--- config.mk ---
export PLATFORM = sky130hd
export DESIGN_NAME = pipeline_f
export DESIGN_NICKNAME = d
export VERILOG_FILES = /design/src/rtl/pipeline_f.sv
export SDC_FILE = /design/constraint.sdc
export NUM_CORES = 1
export LEC_CHECK = 0
export ABC_AREA = 1
export BUFFER_PORTS_ARGS = -buffer_cell sky130_fd_sc_hd__buf_4
export CORE_UTILIZATION = 45
export CTS_BUF_LIST = sky130_fd_sc_hd__clkbuf_16
export CTS_CLUSTER_DIAMETER = 100
export DETAILED_ROUTE_END_ITERATION = 7
export PLACE_DENSITY = 0.84
export SLEW_MARGIN = 25
export SYNTH_ARGS = -nofsm -noshare
export SYNTH_HDL_FRONTEND = slang
export SYNTH_SLANG_ARGS = --single-unit
--- constraint.sdc ---
create_clock -name clk -period 3.4 [get_ports clk]
set_input_delay 0.34 -clock clk [delete_from_list [all_inputs] [get_ports clk]]
set_output_delay 0.34 -clock clk [all_outputs]
set_load 0.05 [all_outputs]
--- src/rtl/pipeline_f.sv ---
// ---------------------------------------------------------------------------
// pipeline_f -- fetch stage of the 5-stage MIPS pipeline.
//
// Holds the PC, issues instruction-memory requests over a valid/ack
// handshake, buffers one returned instruction while decode is stalled and
// handles branch/jump redirects. A redirect that arrives while a fetch is
// still unacknowledged moves to DROP, which keeps the old request stable
// until its ack and then throws the data away.
//
// Optional feature (macro PIPELINE_F_ALIGN_CHECK_EN):
//   adds output f_adel. A misaligned PC (reachable only through a redirect)
//   issues no request and presents a valid NOP with f_adel=1 until the next
//   redirect. Without the macro the low two bits of redirect_pc are dropped.
//
// Ports
//   clk          in   rising-edge clock
//   resetn       in   asynchronous active-low reset
//   f_stall      in   decode not accepting; F output must hold
//   redirect     in   taken branch/jump; current F instruction is wrong-path
//   redirect_pc  in   redirect target
//   imem_req     out  fetch request valid
//   imem_addr    out  fetch address
//   imem_ack     in   request accepted, imem_rdata valid this cycle
//   imem_rdata   in   instruction word
//   f_inst       out  instruction for D (0 when f_valid=0)
//   f_p4         out  pc+4
//   dbg_f_pc     out  pc
//   f_valid      out  f_inst is a real instruction for pc
//   f_adel       out  address-error on fetch (macro builds only)
// ---------------------------------------------------------------------------
//  state | meaning
//  BOOT  | one idle cycle after reset, no request
//  REQ   | requesting imem at pc; F output valid in the ack cycle
//  HOLD  | instruction for pc is in buf_q, waiting for decode
//  DROP  | wrong-path fetch at drop_addr_q outstanding, discard on ack
// ---------------------------------------------------------------------------
module pipeline_f #(
   parameter logic [31:0] RESET_PC = 32'h0000_0000
) (
   input  logic        clk,
   input  logic        resetn,
   input  logic        f_stall,
   input  logic        redirect,
   input  logic [31:0] redirect_pc,
   output logic        imem_req,
   output logic [31:0] imem_addr,
   input  logic        imem_ack,
   input  logic [31:0] imem_rdata,
   output logic [31:0] f_inst,
   output logic [31:0] f_p4,
   output logic [31:0] dbg_f_pc,
   output logic        f_valid
`ifdef PIPELINE_F_ALIGN_CHECK_EN
   ,
   output logic        f_adel
`endif
);

   localparam logic [1:0] ST_BOOT = 2'd0;
   localparam logic [1:0] ST_REQ  = 2'd1;
   localparam logic [1:0] ST_HOLD = 2'd2;
   localparam logic [1:0] ST_DROP = 2'd3;

   logic [1:0]  state_q, state_d;
   logic [31:0] pc_q, pc_d;
   logic [31:0] buf_q, buf_d;
   logic [31:0] drop_addr_q, drop_addr_d;

   logic        in_req, in_hold, in_drop;
   logic        pc_mis;
   logic [31:0] redirect_tgt;
   logic [31:0] pc_plus4;

   assign in_req  = (state_q == ST_REQ);
   assign in_hold = (state_q == ST_HOLD);
   assign in_drop = (state_q == ST_DROP);

   assign pc_plus4 = pc_q + 32'd4;

`ifdef PIPELINE_F_ALIGN_CHECK_EN
   assign pc_mis       = (pc_q[1:0] != 2'b00);
   assign redirect_tgt = redirect_pc;
`else
   // Low bits are masked so the PC can never become misaligned.
   assign pc_mis       = 1'b0;
   assign redirect_tgt = redirect_pc & 32'hFFFF_FFFC;
`endif

   // ------------------------------------------------------------------
   // Outputs
   // ------------------------------------------------------------------
   always_comb begin
      imem_req  = in_drop | (in_req & ~pc_mis);
      imem_addr = in_drop ? drop_addr_q : pc_q;
      // A misaligned PC presents a valid (faulting) NOP without memory.
      f_valid   = ~redirect & ((in_req & (imem_ack | pc_mis)) | in_hold);
      if (!f_valid) begin
         f_inst = 32'h0000_0000;
      end else if (in_hold) begin
         f_inst = buf_q;
      end else if (pc_mis) begin
         f_inst = 32'h0000_0000;
      end else begin
         f_inst = imem_rdata;
      end
      f_p4     = pc_plus4;
      dbg_f_pc = pc_q;
   end

`ifdef PIPELINE_F_ALIGN_CHECK_EN
   assign f_adel = f_valid & in_req & pc_mis;
`endif

   // ------------------------------------------------------------------
   // Next state
   // ------------------------------------------------------------------
   always_comb begin
      state_d     = state_q;
      pc_d        = pc_q;
      buf_d       = buf_q;
      drop_addr_d = drop_addr_q;

      if (redirect) begin
         // Redirect wins over stall and over normal sequencing.
         pc_d = redirect_tgt;
         case (state_q)
            ST_REQ: begin
               if (imem_req && !imem_ack) begin
                  state_d     = ST_DROP;
                  drop_addr_d = pc_q;
               end else begin
                  state_d = ST_REQ;
               end
            end
            ST_HOLD: state_d = ST_REQ;
            ST_DROP: state_d = ST_DROP;
            default: state_d = ST_BOOT;
         endcase
      end else begin
         case (state_q)
            ST_BOOT: state_d = ST_REQ;
            ST_REQ: begin
               if (pc_mis) begin
                  state_d = ST_REQ;
               end else if (imem_ack && !f_stall) begin
                  pc_d = pc_plus4;
               end else if (imem_ack) begin
                  buf_d   = imem_rdata;
                  state_d = ST_HOLD;
               end
            end
            ST_HOLD: begin
               if (!f_stall) begin
                  pc_d    = pc_plus4;
                  state_d = ST_REQ;
               end
            end
            ST_DROP: begin
               if (imem_ack) begin
                  state_d = ST_REQ;
               end
            end
            default: state_d = ST_BOOT;
         endcase
      end
   end

   always_ff @(posedge clk or negedge resetn) begin
      if (!resetn) begin
         state_q     <= ST_BOOT;
         pc_q        <= RESET_PC;
         buf_q       <= 32'h0000_0000;
         drop_addr_q <= 32'h0000_0000;
      end else begin
         state_q     <= state_d;
         pc_q        <= pc_d;
         buf_q       <= buf_d;
         drop_addr_q <= drop_addr_d;
      end
   end

endmodule

==> summary.txt <==
Cells and area
  – Most common cell after layout, fill and taps aside: nand2_1
  – # nets final: 1019
  – Most frequent cells in the layout: nand2_1, buf_4, dfrtp_1
  – Antenna diodes: 0
  – Area Overhead vs Synth: 32.9%
  – Share of cells above drive strength 1: 26.7%

Synthesis
  – Yosys cell types: 30
  – Syn_area_per_cell: 7.08 sq um
  – Main synth FF type: dfrtp_1
  – Syn Inst Count: 778
  – Post-synth EDFFs: 0
  – Sequential fraction of the synthesis area: 42.7%
  – Yosys reg bits: 94
  – Fraction of registers with async set/reset: 100%
  – YS warnings: 0
  – Post-Syn Area: 5510 sq um

Critical path
  – Origin of the critical flop-to-flop path: state_q[1]
  – Reg-to-reg critical path endpoint: dbg_f_pc[25]
  – CP peak stage delay: 410 ps
  – Startpoint types: register
  – Crit-path max FO: 5
  – CP required: 3060 ps
  – Setup crit end kind: output pin
  – R2r setup slk: 1200 ps
  – CP max stage cell: dfrtp_1
  – Reg2reg path depth: 8
  – Crit path top cell by count: nand2_1
  – Crit Path Class: register to output pin
  – CP arrival: 2460 ps
  – Critical path cell sequence: ha_1 -> nand2_1 -> nor2_1 -> nand2_1 -> nor2_1 -> nand3_1 -> nand2_1 -> buf_4

Timing
  – Skew final: 6.53 ps
  – Setup-failing EPs final: 0
  – Setup TNS: 0 ps
  – F_max: 358 MHz
  – Crit share post-route: 82.3%
  – Clock period minus worst slack: 2800 ps
  – Crit path setup slack, layout: 603 ps
  – RSZ-0062 raised after global routing: false
  – Worst slew pin tran: 805 ps
  – Max Slew Vio Count: 0
  – Relative slew slack: 46.3%
  – Final Hold Viols: 0

Clock tree
  – Number of hold buffers added after cts: 0
  – # H-tree levels: 3
  – Clock Sinks: 94
  – Worst-Skew Late Latency: 350 ps
  – CTS clk-pin slew, worst paths: 70 ps
  – CTS Buf Count: 9
  – CTS Buffer Depth: 2
  – TritonCTS clock tree: built
  – Post-CTS resize count: 0
  – Root buffer cell: clkbuf_16
  – Setup bufs post-CTS: 0

Global routing
  – Total grt overflow: 0
  – Initial antenna violation count: 0
  – Largest net degree at the start of global routing: 61
  – Global-route wire length before repair: 26200 microns
  – Number of global-route vias before repair: 5165
  – Total track usage: 26.4%

Detailed routing
  – Final WL: 16300 microns
  – Antenna-violating nets left: 0
  – Via count: 5684
  – DR iter-0 viols: 365
  – Wire per inst: 14.8 microns
  – # DRC: 0
  – Drt first pass iters: 5
  – Via/cell ratio: 5.16

Run status
  – Status: finished clean

Placement
  – Dpl hpwl: 11500 microns
  – IO Port Bufs: 190
  – Gpl congestion: 0.864
  – Setup slack at placement: 1060 ps

Floorplan
  – FP Rows: 40
  – Die Area: 12700 sq um
  – IO Count: 199
  – Core area: 12000 sq um
  – DIE HEIGHT: 113 microns
  – Chip width: 113 microns
  – Initial core utilization: 46.1%

Run
  – Max Cap Viol: 0

Pwr
  – Power per cell area: 1200 nW/um^2
  – Leak: 3.68 nW
  – Peak VDD IR: 683 uV

Hold path
  – Hold/Removal Path Class: input port to async pin
sequential cells by signal, indices dropped and copies added, names as in the netlist:
name	flops
dbg_f_pc	30
drop_addr_q	30
state_q	2
buf_q	32
worst max path at each step:
stage | start | end | slack [ps]
after floorplan | dbg_f_pc[2] | f_p4[9] | 810
after global placement | redirect | buf_q[10] | 1120
after detailed placement | redirect | buf_q[2] | 1060
after CTS | dbg_f_pc[3] | f_p4[22] | 600
after global routing | dbg_f_pc[3] | f_p4[22] | 460
final | dbg_f_pc[3] | f_p4[22] | 600
Yosys cell counts (6+ instances only):
| master | count | area (sq um) |
|---|---|---|
| mux2_2 | 31 | 349 |
| nand2_1 | 283 | 1060 |
| buf_2 | 9 | 45.0 |
| buf_4 | 9 | 67.6 |
| o21ai_0 | 89 | 445 |
| nor2_1 | 85 | 319 |
| a21oi_1 | 35 | 175 |
| inv_1 | 50 | 188 |
| clkbuf_1 | 23 | 86.3 |
| o21ai_1 | 11 | 55.1 |
| dfrtp_1 | 94 | 2350 |
| nand3_1 | 27 | 135 |
| xor2_1 | 6 | 52.6 |
layout make-up:
class / count / area (sq um)
clock inverters: 7 / 81.3
repair buffers: 199 / 1510
flip-flops and latches: 94 / 2350
multi-input cells: 592 / 2780
clock buffers: 9 / 225
inverters: 53 / 200
well taps: 147 / 184
fillers: 1059 / 4640
worst max-delay path, delay by kind of cell, from the launching register on:
family	cells	cell delay [ps]
simple gates	6	1280
flops	1	410
fa+ha+maj	1	210
buf+inv	1	200
report_power, final:
part	switching [mW]	internal [mW]
clock network	0.441	0.635
logic	4.03	1.57
registers	0.491	1.65
total	4.97	3.86
per-stage QoR:
step                hold slack (ps)  utilization, %  area [sq um]  instances  total power, mW
detailed placement              426            58.7          7020       1085             7.73
global placement                420            58.7          7020       1085             7.64
global route                   78.3            61.2          7320       1101             9.30
floorplan                      44.4               -          5530        783             6.05
finish                         31.9            61.2          7320       1101             8.82
CTS                            50.0            61.2          7320       1101             8.83
layer usage:
metal | routed length [microns] | track usage, % | vias to the layer above
li1 | - | - | 2809
met1 | 7020 | 35.0 | 2642
met2 | 7870 | 42.8 | 216
met3 | 1170 | 5.72 | 17
met4 | 238 | 8.89 | 0
met5 | 0 | 0 | -
cells by family (layout without fill, tap and decap cells):
| logic type | Yosys count | in the layout | share of synthesized area [%] |
|---|---|---|---|
| AO/OA/AOI/OAI | 140 | 140 | 12.9 |
| XOR/XNOR | 6 | 6 | 0.954 |
| adder cells (fa/ha/maj) | 1 | 1 | 0.227 |
| buffers and inverters | 97 | 268 | 7.45 |
| flip-flops | 94 | 94 | 42.7 |
| multiplexers | 32 | 32 | 6.54 |
| other | 1 | 6 | 0.0681 |
| AND/OR/NAND/NOR | 407 | 407 | 29.2 |
Power figures use the tool's default switching activity.
